**src/rtl/hermes_input_buffer.sv**
```systemverilog
// Hermes router input port: a first-word-fall-through flit FIFO plus the packet
// tracker that requests a route for each header and forwards header, size and payload.
module hermes_input_buffer #(
    parameter int FLIT_SIZE   = 32,
    parameter int BUFFER_SIZE = 8
) (
    input  logic                 clk_i,
    input  logic                 rst_i,
    input  logic                 rx_i,
    input  logic [FLIT_SIZE-1:0] data_i,
    output logic                 credit_o,
    output logic                 h_o,
    input  logic                 ack_h_i,
    output logic                 data_av_o,
    output logic [FLIT_SIZE-1:0] data_o,
    input  logic                 ack_i,
    output logic                 sender_o
);

    localparam int PTR_W = (BUFFER_SIZE > 1) ? $clog2(BUFFER_SIZE) : 1;
    localparam int CNT_W = PTR_W + 1;
    localparam logic [CNT_W-1:0]     DEPTH   = CNT_W'(BUFFER_SIZE);
    localparam logic [CNT_W-1:0]     CNT_ONE = CNT_W'(1);
    localparam logic [PTR_W-1:0]     PTR_ONE = PTR_W'(1);
    localparam logic [FLIT_SIZE-1:0] REM_ONE = FLIT_SIZE'(1);

    typedef enum logic [2:0] {
        IDLE    = 3'd0,
        REQ     = 3'd1,
        HDR     = 3'd2,
        SIZE    = 3'd3,
        PAYLOAD = 3'd4
    } state_t;

    logic [FLIT_SIZE-1:0] mem_q [BUFFER_SIZE];
    logic [PTR_W-1:0]     wr_ptr_q, wr_ptr_d;
    logic [PTR_W-1:0]     rd_ptr_q, rd_ptr_d;
    logic [CNT_W-1:0]     count_q, count_d;
    logic [FLIT_SIZE-1:0] remaining_q, remaining_d;
    state_t               state_q, state_d;

    logic not_empty;
    logic wr_en;
    logic rd_en;

    always_comb begin
        not_empty = (count_q != '0);
        credit_o  = (count_q < DEPTH);
        wr_en     = rx_i & credit_o;
        data_o    = not_empty ? mem_q[rd_ptr_q] : '0;

        h_o       = 1'b0;
        data_av_o = 1'b0;
        sender_o  = 1'b0;
        case (state_q)
            REQ:     h_o = 1'b1;
            HDR: begin
                data_av_o = 1'b1;
                sender_o  = 1'b1;
            end
            SIZE, PAYLOAD: begin
                data_av_o = not_empty;
                sender_o  = 1'b1;
            end
            default: ;
        endcase
        rd_en = data_av_o & ack_i;
    end

    always_comb begin
        wr_ptr_d = wr_ptr_q;
        rd_ptr_d = rd_ptr_q;
        count_d  = count_q;
        if (wr_en) begin
            wr_ptr_d = wr_ptr_q + PTR_ONE;
        end
        if (rd_en) begin
            rd_ptr_d = rd_ptr_q + PTR_ONE;
        end
        if (wr_en && !rd_en) begin
            count_d = count_q + CNT_ONE;
        end else if (!wr_en && rd_en) begin
            count_d = count_q - CNT_ONE;
        end
    end

    // Packet tracker: the size flit tells how many payload flits follow it.
    always_comb begin
        state_d     = state_q;
        remaining_d = remaining_q;
        case (state_q)
            IDLE: begin
                if (not_empty) state_d = REQ;
            end
            REQ: begin
                if (ack_h_i) state_d = HDR;
            end
            HDR: begin
                if (rd_en) state_d = SIZE;
            end
            SIZE: begin
                if (rd_en) begin
                    remaining_d = data_o;
                    state_d     = (data_o != '0) ? PAYLOAD : IDLE;
                end
            end
            PAYLOAD: begin
                if (rd_en) begin
                    if (remaining_q != '0) begin
                        remaining_d = remaining_q - REM_ONE;
                    end
                    if (remaining_q <= REM_ONE) state_d = IDLE;
                end
            end
            default: state_d = IDLE;
        endcase
    end

    always_ff @(posedge clk_i) begin
        if (rst_i) begin
            wr_ptr_q    <= '0;
            rd_ptr_q    <= '0;
            count_q     <= '0;
            remaining_q <= '0;
            state_q     <= IDLE;
        end else begin
            wr_ptr_q    <= wr_ptr_d;
            rd_ptr_q    <= rd_ptr_d;
            count_q     <= count_d;
            remaining_q <= remaining_d;
            state_q     <= state_d;
        end
    end

    // Storage carries data only; stale entries are unreachable once count clears.
    always_ff @(posedge clk_i) begin
        if (wr_en && !rst_i) begin
            mem_q[wr_ptr_q] <= data_i;
        end
    end

endmodule

```
**config.mk**
```make
export PLATFORM = sky130hd
export DESIGN_NAME = hermes_input_buffer
export DESIGN_NICKNAME = d
export VERILOG_FILES = /design/src/rtl/hermes_input_buffer.sv
export SDC_FILE = /design/constraint.sdc
export NUM_CORES = 1
export LEC_CHECK = 0
export BUFFER_PORTS_ARGS = -buffer_cell sky130_fd_sc_hd__buf_2
export CAP_MARGIN = 30
export CELL_PAD_IN_SITES_DETAIL_PLACEMENT = 0
export CELL_PAD_IN_SITES_GLOBAL_PLACEMENT = 1
export CORE_MARGIN = 8
export CORE_UTILIZATION = 51
export DETAILED_ROUTE_END_ITERATION = 7
export PLACE_DENSITY = 0.89
export SYNTH_ARGS = -nofsm -noshare
export SYNTH_HDL_FRONTEND = slang
export SYNTH_SLANG_ARGS = --single-unit
```
**constraint.sdc**
```tcl
create_clock -name clk_i -period 5.7 [get_ports clk_i]
set_input_delay 1.14 -clock clk_i [delete_from_list [all_inputs] [get_ports clk_i]]
set_output_delay 1.14 -clock clk_i [all_outputs]
set_load 0.01 [all_outputs]
```
==> results.sh, run 1 <==
export IMPL_worst_endpoint_arrival_ns=2.83
export IMPL_number_of_levels_the_h_tree_was_split_into=1
export IMPL_static_power_due_to_leakage_uw=0.00468
export IMPL_placed_area_um2=13700
export IMPL_maxCapViolCount=0
export IMPL_grt_use_total_pct=18.6
export IMPL_synth_area_leaders="sky130_fd_sc_hd__edfxtp_1, sky130_fd_sc_hd__mux4_2, sky130_fd_sc_hd__dfxtp_1, sky130_fd_sc_hd__mux2i_1, sky130_fd_sc_hd__nor2_1"
export IMPL_drcViolationCount=0
export IMPL_max_freq_mhz=252
export IMPL_cts_repair_resize_count=0
export IMPL_ant_nets=0
export IMPL_synth_area_um2=12800
export IMPL_finalWorstSetupSlack_ns=1.73
export IMPL_root_buffer="sky130_fd_sc_hd__clkbuf_16"
export IMPL_hold_viol_final=0
export IMPL_clock_pin_slew_on_the_worst_setup_and_hold_paths_ns=0.06
export IMPL_routed_via_count=7657
export IMPL_grtUsageMet1_pct=25.1
export IMPL_syn_instance_count=849
export IMPL_status="completed"
export IMPL_max_clock_path_buffers=3
export IMPL_grt_setup_unrepaired="false"
export IMPL_finalHoldWorstSlack_ns=0.480
export IMPL_critPathKind="reg2out"
export IMPL_cp_required_ns=4.56
export IMPL_synth_yosys_seq_area_share_pct=67.4
export IMPL_pwr_share_seq_pct=45.8
export IMPL_worst_hold_path_endpoint="remaining_q[18]$_SDFFE_PP0P_"
export IMPL_gr_total_overflow=0
export IMPL_yosysMostFrequentCell="sky130_fd_sc_hd__edfxtp_1"
export IMPL_globalplace_congestion=0.841
export IMPL_r2r_startpoint="state_q[2]$_SDFFE_PP0P_"
export IMPL_synth_seq_cells=304
export IMPL_fp_row_count=58
export IMPL_final_nets=965
export IMPL_place_hpwl_mm=18.4
export IMPL_die_w_um=175
export IMPL_layout_cell_area_non_filler_um2=14600
export IMPL_post_synth_net_total=895
export IMPL_hold_path_startpoint="remaining_q[18]$_SDFFE_PP0P_"
export IMPL_area_of_the_core_region_um2=25000
export IMPL_timing_critical_path_slowest_stage_cell="sky130_fd_sc_hd__dfxtp_4"
export IMPL_globalRoute_busiestLayer="met2"
export IMPL_antenna_found_initial=5
export IMPL_synth_largest_area_cell="sky130_fd_sc_hd__edfxtp_1"
export IMPL_port_buffer_count=72
export IMPL_synth_distinct_cells=53
export IMPL_synth_top_cells_by_count="sky130_fd_sc_hd__edfxtp_1, sky130_fd_sc_hd__nor2_1, sky130_fd_sc_hd__mux4_2"
export IMPL_clock_sinks=304
export IMPL_io_pin_count=73
export IMPL_syn_avg_cell_area_um2=15.1
export IMPL_postCtsHoldBufs=0
export IMPL_clock_tree_from_tritoncts="yes"
export IMPL_crit_path_cell_trace="buf_12 > buf_4 > mux4_2 > mux2i_1 > nor2_1 > buf_2"
export IMPL_synth_warnings=0
export IMPL_synth_edf_count=256
export IMPL_worst_setup_path_start_kind="flip-flop"
export IMPL_global_route_usage_met3_pct=5.07
export IMPL_crit_fanout=35
export IMPL_reg2reg_to="count_q[3]$_SDFFE_PP0P_"
export IMPL_synth_top_cell_area_share_pct=59.9
export IMPL_timing_hold_worst_class="reg2reg"
export IMPL_drt_pass1_iter_count=5
export IMPL_rrSetupSlack_ns=2.33
export IMPL_global_route_wire_length_before_repair_mm=44.4
export IMPL_finalWorstPathRequiredPeriod_ns=3.97
export IMPL_wl_cell_um=22.7
export IMPL_post_route_period_util_pct=69.7
export IMPL_power_density_nw_per_um2=383
export IMPL_chipHeight_um=175
export IMPL_drt_vias_per_instance=6.02
export IMPL_ir_worst_vdd_mv=0.359
export IMPL_p_int_uw=3930
export IMPL_grt_pass1_vias=7494
export IMPL_p_clk_share_pct=31.2
export IMPL_holdPathStages=2
export IMPL_grt_max_degree=53
export IMPL_preCtsSetupSlack_ns=2.06
export IMPL_worstSetupEndpointType="output pin"
export IMPL_postCtsSetupBuffers=0
export IMPL_worst_path_largest_cell_delay_ns=0.68
export IMPL_clock_insertion_delay_worst_skew_ns=0.55
export IMPL_detail_route_wirelength_mm=28.9
export IMPL_setup_viol_count_final=0
export IMPL_power_share_switching_pct=29.5
export IMPL_maxSlewHeadroom_pct=32.4
export IMPL_floorplan_initialDensity_pct=51.4
export IMPL_worst_slew_pin_transition_ns=1.01
export IMPL_layout_drive_gt1_share_pct=23.1
export IMPL_finalMaxSlewViolations=0
export IMPL_setup_tns_ns=0
export IMPL_number_of_buffers_created_by_cts=29
export IMPL_skew_ns=0.0136
export IMPL_syn_to_final_growth_pct=13.5
export IMPL_netSwitchingPower_uw=1650
export IMPL_fp_dieArea_um2=30500
export IMPL_worst_r2r_cell_count=13
export IMPL_grtUsageMet2_pct=29.4
export IMPL_dr_first_iter_drc_count=813
export IMPL_synth_async_sr_flop_share_pct=0
export IMPL_postSynth_topFlopCell="sky130_fd_sc_hd__edfxtp_1"
export IMPL_share_comb_of_total_power_pct=23.0
## power by group through the flow
stage	Clock, uW	Combinational, uW	Sequential [uW]
after global routing	1850	1400	2560
after detailed placement	0	1230	2640
after floorplan	0	848	2570
final	1740	1280	2550
after CTS	1760	1240	2600
after global placement	0	1200	2640
## registers in the layout (all words and copies together), names as in the netlist, named ones only
register,flops
rd_ptr_q,3
state_q,3
wr_ptr_q,3
remaining_q,32
mem_q,256
count_q,4
## layout by cell type, fill, tap and decap left out, drive strengths merged, types with 4 or more instances in the layout
cell type,Yosys,layout
edfxtp,256,256
buf,27,89
nor2,78,78
mux4,53,53
dfxtp,48,48
a21oi,47,47
o21ai,46,46
mux2i,45,45
clkbuf,23,32
nand2,28,28
nor3,24,24
inv,14,16
clkinv,0,15
a211oi,13,13
nor4,13,13
or3,12,12
nand3,10,10
a221oi,10,10
nor2b,8,8
ha,8,8
and2,7,7
or2,7,7
o22ai,7,7
or4,7,7
nand4,7,7
a221o,6,6
o2bb2ai,6,6
nand2b,5,5
a21o,4,4
xnor2,4,4
a22o,4,4
## worst max-delay path, delay by kind of cell, from the launching register on
family,cells,cell delay (ns)
multiplexers,2,0.69
flip-flops,1,0.68
buffers and inverters,3,0.74
AND/OR/NAND/NOR,1,0.12
## cell type report
class	instances	area, um2
multi-input combinational	481	3970
sequential	304	8660
antenna	1	2.50
clock inverter	20	110
tap	330	413
clock buffer	32	737
fill	1881	10400
inverter	14	52.6
timing repair buffer	89	626
## metrics by stage
stage | cells | utilization [%] | total power [uW]
finish | 1271 | 58.3 | 5580
global route | 1271 | 58.3 | 5810
CTS | 1268 | 58.1 | 5600
detailed placement | 1216 | 54.7 | 3870
global placement | 1210 | 54.1 | 3840
floorplan | 849 | - | 3420
## layer usage
| layer | up-vias | wire (um) |
|---|---|---|
| met4 | 8 | 665 |
| met1 | 3816 | 12200 |
| li1 | 3481 | - |
| met5 | - | 51 |
| met3 | 57 | 2430 |
| met2 | 295 | 13600 |
## worst max path at each step
stage | cells after the start | slack (ns) | to | from
after CTS | 4 | 1.44 | data_o[22] | flip-flop
after global routing | 6 | 1.55 | data_o[28] | flip-flop
final | 6 | 1.73 | data_o[28] | flip-flop
after global placement | 4 | 2.07 | data_o[12] | flip-flop
after detailed placement | 4 | 2.06 | data_o[22] | flip-flop
after floorplan | 4 | 1.05 | mem_q[0][0]$_DFFE_PP_ | rx_i
## cell families (layout without fill, tap and decap cells)
| kind of cell | Yosys count | after routing | share of synthesized area [%] |
|---|---|---|---|
| compound gates | 156 | 156 | 7.91 |
| xor+xnor | 7 | 7 | 0.478 |
| flops | 304 | 304 | 67.4 |
| mux | 98 | 98 | 12.8 |
| buf+inv | 64 | 155 | 2.23 |
| fa+ha+maj | 9 | 9 | 0.936 |
| other cells | 0 | 1 | 0 |
| simple gates | 211 | 211 | 8.25 |
Power figures use the tool's default switching activity.
==> run 2: changes to the inputs <==
==> constraint.sdc (replaced) <==
create_clock -name clk_i -period 4.1 [get_ports clk_i]
set_input_delay 0.82 -clock clk_i [delete_from_list [all_inputs] [get_ports clk_i]]
set_output_delay 0.82 -clock clk_i [all_outputs]
set_load 0.01 [all_outputs]
==> results.sh, run 2 (same netlist as run 1, synthesis figures left out) <==
export IMPL_status="completed"
export IMPL_layout_drive_gt1_share_pct=23.6
export IMPL_layout_cell_area_non_filler_um2=14600
export IMPL_root_buffer="sky130_fd_sc_hd__clkbuf_16"
export IMPL_static_power_due_to_leakage_uw=0.00472
export IMPL_chipHeight_um=175
export IMPL_worst_slew_pin_transition_ns=1.08
export IMPL_floorplan_initialDensity_pct=51.4
export IMPL_finalHoldWorstSlack_ns=0.463
export IMPL_postCtsSetupBuffers=0
export IMPL_detail_route_wirelength_mm=29.4
export IMPL_routed_via_count=7837
export IMPL_timing_hold_worst_class="in2reg"
export IMPL_gr_total_overflow=0
export IMPL_globalplace_congestion=0.804
export IMPL_grt_max_degree=51
export IMPL_crit_fanout=38
export IMPL_grt_pass1_vias=7837
export IMPL_fp_row_count=58
export IMPL_global_route_wire_length_before_repair_mm=45.4
export IMPL_final_common_cell="sky130_fd_sc_hd__edfxtp_1"
export IMPL_finalWorstPathRequiredPeriod_ns=3.62
export IMPL_place_hpwl_mm=18.2
export IMPL_largest_register_by_flop_count="mem_q"
export IMPL_io_pin_count=73
export IMPL_number_of_levels_the_h_tree_was_split_into=1
export IMPL_worst_endpoint_arrival_ns=2.80
export IMPL_skew_ns=0.0105
export IMPL_maxSlewHeadroom_pct=27.6
export IMPL_dr_first_iter_drc_count=792
export IMPL_grt_setup_unrepaired="false"
export IMPL_cts_repair_resize_count=0
export IMPL_holdPathStages=2
export IMPL_worst_r2r_cell_count=7
export IMPL_port_buffer_count=72
export IMPL_max_freq_mhz=276
export IMPL_drcViolationCount=0
export IMPL_post_place_cells=1225
export IMPL_ir_worst_vdd_mv=0.622
export IMPL_critPathKind="reg2out"
export IMPL_number_of_buffers_created_by_cts=31
export IMPL_setup_tns_ns=0
export IMPL_most_common_layout_cells="sky130_fd_sc_hd__edfxtp_1, sky130_fd_sc_hd__nor2_1, sky130_fd_sc_hd__buf_2"
export IMPL_placed_area_um2=13700
export IMPL_wl_cell_um=22.9
export IMPL_post_route_period_util_pct=88.3
export IMPL_clock_tree_from_tritoncts="yes"
export IMPL_max_clock_path_buffers=3
export IMPL_flip_flop_count_of_the_largest_register_after_layout=256
export IMPL_drt_pass1_iter_count=5
export IMPL_clock_pin_slew_on_the_worst_setup_and_hold_paths_ns=0.06
export IMPL_grt_use_total_pct=19.1
export IMPL_reg_largest_list="mem_q x256, remaining_q x32, count_q x4"
export IMPL_power_density_nw_per_um2=548
export IMPL_cp_required_ns=3.28
export IMPL_clock_insertion_delay_worst_skew_ns=0.55
export IMPL_die_w_um=175
export IMPL_hold_viol_final=0
export IMPL_worst_setup_path_start_kind="flip-flop"
export IMPL_ant_nets=0
export IMPL_drt_vias_per_instance=6.12
export IMPL_syn_to_final_growth_pct=13.8
export IMPL_postCtsHoldBufs=0
export IMPL_final_nets=974
export IMPL_setup_viol_count_final=0
export IMPL_fp_dieArea_um2=30500
export IMPL_area_of_the_core_region_um2=25000
export IMPL_antenna_found_initial=8
export IMPL_maxCapViolCount=0
export IMPL_layout_cells_non_filler=1281
export IMPL_worstSetupEndpointType="output pin"
export IMPL_clock_sinks=304
export IMPL_finalMaxSlewViolations=0
## run 2: cell types whose count changed in the layout (fill, tap and decap cells not counted), moves of 2 or more
cell | before | now
sky130_fd_sc_hd__clkbuf_1 | 3 | 6
sky130_fd_sc_hd__buf_16 | 5 | 0
sky130_fd_sc_hd__inv_6 | 2 | 0
sky130_fd_sc_hd__clkbuf_16 | 29 | 31
sky130_fd_sc_hd__bufinv_16 | 0 | 2
sky130_fd_sc_hd__clkinv_4 | 2 | 0
sky130_fd_sc_hd__buf_4 | 9 | 22
## run 2: critical path: stages (launching register included)
cell and delay, ns:
sky130_fd_sc_hd__dfxtp_4 0.56, sky130_fd_sc_hd__buf_12 0.32, sky130_fd_sc_hd__mux4_2 0.54, sky130_fd_sc_hd__mux2i_1 0.48, sky130_fd_sc_hd__nor2_1 0.14, sky130_fd_sc_hd__buf_2 0.17
## run 2: path summary, 6_finish.rpt
kind | startpoint | endpoint | slack, ns
max | flip-flop | data_o[30] | 0.48
min | rst_i | wr_ptr_q[2]$_SDFFE_PP0P_ | 0.46
max reg2reg | flip-flop | state_q[2]$_SDFFE_PP0P_ | 1.04
min reg2reg | remaining_q[18]$_SDFFE_PP0P_ | remaining_q[18]$_SDFFE_PP0P_ | 0.48
## run 2: metal layers
metal / track usage, % / wire (um) / up-vias / part of all wire (%)
li1: - / - / 3504 / -
met1: 25.6 / 12200 / 3905 / 41
met2: 30.1 / 13800 / 345 / 47
met3: 5.18 / 2560 / 69 / 8.7
met4: 5.93 / 767 / 14 / 2.6
met5: 0 / 77 / - / 0.26
## run 2: layout make-up
cell class | count | area [um2]
diodes | 1 | 2.50
flip-flops and latches | 304 | 8660
inverters | 14 | 52.6
repair buffers | 96 | 566
clock buffers | 37 | 798
fillers | 1858 | 10400
clock inverters | 18 | 138
multi-input cells | 481 | 3970
well taps | 330 | 413
## run 2: report_power, final
part	internal, uW	leakage [uW]	switching [uW]
Sequential	3470	0.00270	107
Combinational	703	0.00157	1100
Clock	1500	0.000446	1120
## run 2: metrics by stage
step / total power, uW / utilization (%) / setup slack, ns
2_1_floorplan: 4760 / - / 0.101
3_3_place_gp: 5400 / 54.7 / 1.06
3_5_place_dp: 5430 / 54.7 / 1.06
4_1_cts: 8030 / 58.5 / 0.470
5_1_grt: 8320 / 58.5 / 0.366
6_report: 8000 / 58.5 / 0.481
==> run 3: changes to the inputs <==
--- a/config.mk
+++ b/config.mk
@@ -9,10 +9,10 @@
 export CAP_MARGIN = 30
 export CELL_PAD_IN_SITES_DETAIL_PLACEMENT = 0
 export CELL_PAD_IN_SITES_GLOBAL_PLACEMENT = 1
-export CORE_MARGIN = 8
-export CORE_UTILIZATION = 51
+export CORE_MARGIN = 3
+export CORE_UTILIZATION = 46
 export DETAILED_ROUTE_END_ITERATION = 7
-export PLACE_DENSITY = 0.89
+export PLACE_DENSITY = 0.85
 export SYNTH_ARGS = -nofsm -noshare
 export SYNTH_HDL_FRONTEND = slang
 export SYNTH_SLANG_ARGS = --single-unit
==> constraint.sdc (replaced) <==
create_clock -name clk_i -period 3.3 [get_ports clk_i]
set_input_delay 0.66 -clock clk_i [delete_from_list [all_inputs] [get_ports clk_i]]
set_output_delay 0.66 -clock clk_i [all_outputs]
set_load 0.01 [all_outputs]
==> results.sh, run 3 (same netlist as run 1, synthesis figures left out) <==
export IMPL_status="completed"
export IMPL_postCtsHoldBufs=0
export IMPL_crit_path_cell_trace="nor2_1 > a221o_1 > nor2_1 > buf_2"
export IMPL_setup_tns_ns=0
export IMPL_worst_endpoint_arrival_ns=2.55
export IMPL_globalRoute_busiestLayer="met2"
export IMPL_reg_largest_list="mem_q x256, remaining_q x32, count_q x4"
export IMPL_fp_row_count=60
export IMPL_crit_fanout=28
export IMPL_max_freq_mhz=311
export IMPL_clock_tree_from_tritoncts="yes"
export IMPL_skew_ns=0.0144
export IMPL_finalHoldWorstSlack_ns=0.378
export IMPL_grt_max_degree=50
export IMPL_max_clock_path_buffers=3
export IMPL_die_w_um=173
export IMPL_p_int_uw=7370
export IMPL_finalWorstPathRequiredPeriod_ns=3.21
export IMPL_grt_setup_unrepaired="false"
export IMPL_antenna_found_initial=5
export IMPL_hold_path_startpoint="data_i[28]"
export IMPL_grt_pass1_vias=7657
export IMPL_ant_nets=0
export IMPL_root_buffer="sky130_fd_sc_hd__clkbuf_16"
export IMPL_grt_use_total_pct=18.9
export IMPL_port_buffer_count=72
export IMPL_dr_first_iter_drc_count=780
export IMPL_timing_hold_worst_class="in2reg"
export IMPL_detail_route_wirelength_mm=28.6
export IMPL_drcViolationCount=0
export IMPL_finalMaxSlewViolations=0
export IMPL_ir_worst_vdd_mv=0.403
export IMPL_setup_viol_count_final=0
export IMPL_layout_drive_gt1_share_pct=25.8
export IMPL_global_route_usage_met3_pct=3.95
export IMPL_final_nets=1004
export IMPL_crit_top_cell="sky130_fd_sc_hd__nor2_1"
export IMPL_syn_to_final_growth_pct=17.3
export IMPL_drt_vias_per_instance=5.78
export IMPL_global_route_wire_length_before_repair_mm=44.7
export IMPL_critPathKind="reg2out"
export IMPL_clock_insertion_delay_worst_skew_ns=0.55
export IMPL_cp_required_ns=2.64
export IMPL_worst_path_largest_cell_delay_ns=0.79
export IMPL_antenna_diode_count=0
export IMPL_worst_path_buf_inv=1
export IMPL_wl_cell_um=21.2
export IMPL_worst_setup_path_start_kind="flip-flop"
export IMPL_clock_sinks=304
export IMPL_worst_slew_pin_transition_ns=0.992
export IMPL_hold_viol_final=0
export IMPL_reg2reg_to="state_q[2]$_SDFFE_PP0P_"
export IMPL_maxCapViolCount=0
export IMPL_chipHeight_um=173
export IMPL_share_comb_of_total_power_pct=22.9
export IMPL_timing_critical_path_slowest_stage_cell="sky130_fd_sc_hd__dfxtp_2"
export IMPL_power_density_nw_per_um2=679
export IMPL_routed_via_count=7811
export IMPL_grtUsageMet1_pct=27.5
export IMPL_pwr_share_seq_pct=43.3
export IMPL_holdPathStages=1
export IMPL_drt_pass1_iter_count=5
export IMPL_netSwitchingPower_uw=2850
export IMPL_final_common_cell="sky130_fd_sc_hd__edfxtp_1"
export IMPL_flip_flop_count_of_the_largest_register_after_layout=256
export IMPL_largest_register_by_flop_count="mem_q"
export IMPL_worst_r2r_cell_count=7
export IMPL_floorplan_initialDensity_pct=47.2
export IMPL_rrSetupSlack_ns=0.48
export IMPL_clock_pin_slew_on_the_worst_setup_and_hold_paths_ns=0.06
export IMPL_maxSlewHeadroom_pct=33.9
export IMPL_number_of_buffers_created_by_cts=31
export IMPL_gr_total_overflow=0
export IMPL_post_route_period_util_pct=97.4
export IMPL_worst_hold_path_endpoint="mem_q[0][28]$_DFFE_PP_"
export IMPL_globalplace_congestion=0.803
export IMPL_most_common_layout_cells="sky130_fd_sc_hd__edfxtp_1, sky130_fd_sc_hd__nor2_1, sky130_fd_sc_hd__buf_2"
export IMPL_grtUsageMet2_pct=29.6
export IMPL_number_of_levels_the_h_tree_was_split_into=1
export IMPL_static_power_due_to_leakage_uw=0.00493
export IMPL_io_pin_count=73
export IMPL_p_clk_share_pct=33.8
export IMPL_place_hpwl_mm=18.0
export IMPL_critPathTopFamily="flip-flops"
export IMPL_fp_dieArea_um2=29900
export IMPL_power_share_switching_pct=27.9
export IMPL_area_of_the_core_region_um2=27200
export IMPL_worstSetupEndpointType="output pin"
run 3: cell types whose count changed in the layout (fill, tap and decap cells not counted), sizes merged:
cell      delta
clkinvlp     -4
clkbuf       +6
bufinv       +3
clkinv       -6
buf         +30
diode        -1
run 3: worst max-delay path by stage:
| stage | from | to | slack (ns) | depth (start not counted) |
|---|---|---|---|---|
| final | flip-flop | data_o[17] | 0.09 | 4 |
| after global routing | flip-flop | data_o[21] | 0.01 | 5 |
| after floorplan | rx_i | mem_q[1][0]$_DFFE_PP_ | -0.01 | 4 |
| after detailed placement | flip-flop | state_q[2]$_SDFFE_PP0P_ | 0.35 | 7 |
| after global placement | flip-flop | state_q[2]$_SDFFE_PP0P_ | 0.33 | 7 |
| after CTS | flip-flop | data_o[10] | 0.01 | 6 |
run 3: area by class of cell:
type                       instances  area, um2
inverter                          14       52.6
fill                            2198      12100
timing repair buffer             126        895
sequential                       304       8660
clock inverter                    11        175
tap                              372        465
multi-input combinational        481       3990
clock buffer                      43        821
run 3: worst register-to-register path: stages, from the launching register on:
cell and delay (ns):
sky130_fd_sc_hd__dfxtp_4 0.48, sky130_fd_sc_hd__buf_12 0.28, sky130_fd_sc_hd__mux4_2 0.56, sky130_fd_sc_hd__mux2i_1 0.34
sky130_fd_sc_hd__a21oi_1 0.13, sky130_fd_sc_hd__nor4_1 0.41, sky130_fd_sc_hd__nand4_1 0.30, sky130_fd_sc_hd__o2bb2ai_1 0.20
run 3: routing by layer:
| layer | vias up | wire length (um) | share of wire (%) |
|---|---|---|---|
| met3 | 53 | 1990 | 6.9 |
| met1 | 3926 | 12800 | 45 |
| met4 | 10 | 516 | 1.8 |
| met2 | 263 | 13300 | 46 |
| met5 | - | 69 | 0.24 |
| li1 | 3559 | - | - |
run 3: through the flow:
stage / power, uW / std cells / util [%] / setup slack, ns / area, um2
2_1_floorplan: 5910 / 849 / - / -0.0109 / 12800
3_3_place_gp: 6750 / 1278 / 51.2 / 0.332 / 13900
3_5_place_dp: 6790 / 1278 / 51.2 / 0.345 / 13900
4_1_cts: 10200 / 1332 / 54.8 / 0.0140 / 14900
5_1_grt: 10700 / 1351 / 55.4 / 0.0130 / 15100
6_report: 10200 / 1351 / 55.4 / 0.0859 / 15100
run 3: power groups by stage:
stage	registers (uW)	clock network, uW	logic, uW
4_1_cts	4440	3530	2280
2_1_floorplan	4450	0	1470
5_1_grt	4440	3690	2540
3_3_place_gp	4510	0	2240
6_report	4420	3460	2340
3_5_place_dp	4520	0	2270
run 3: what timing repair did:
item,4_1_cts,5_1_grt
setup endpoints to repair,4,15
setup buffers,0,19
gates cloned,0,0
gates resized for setup,2,1
hold endpoints to repair,0,0
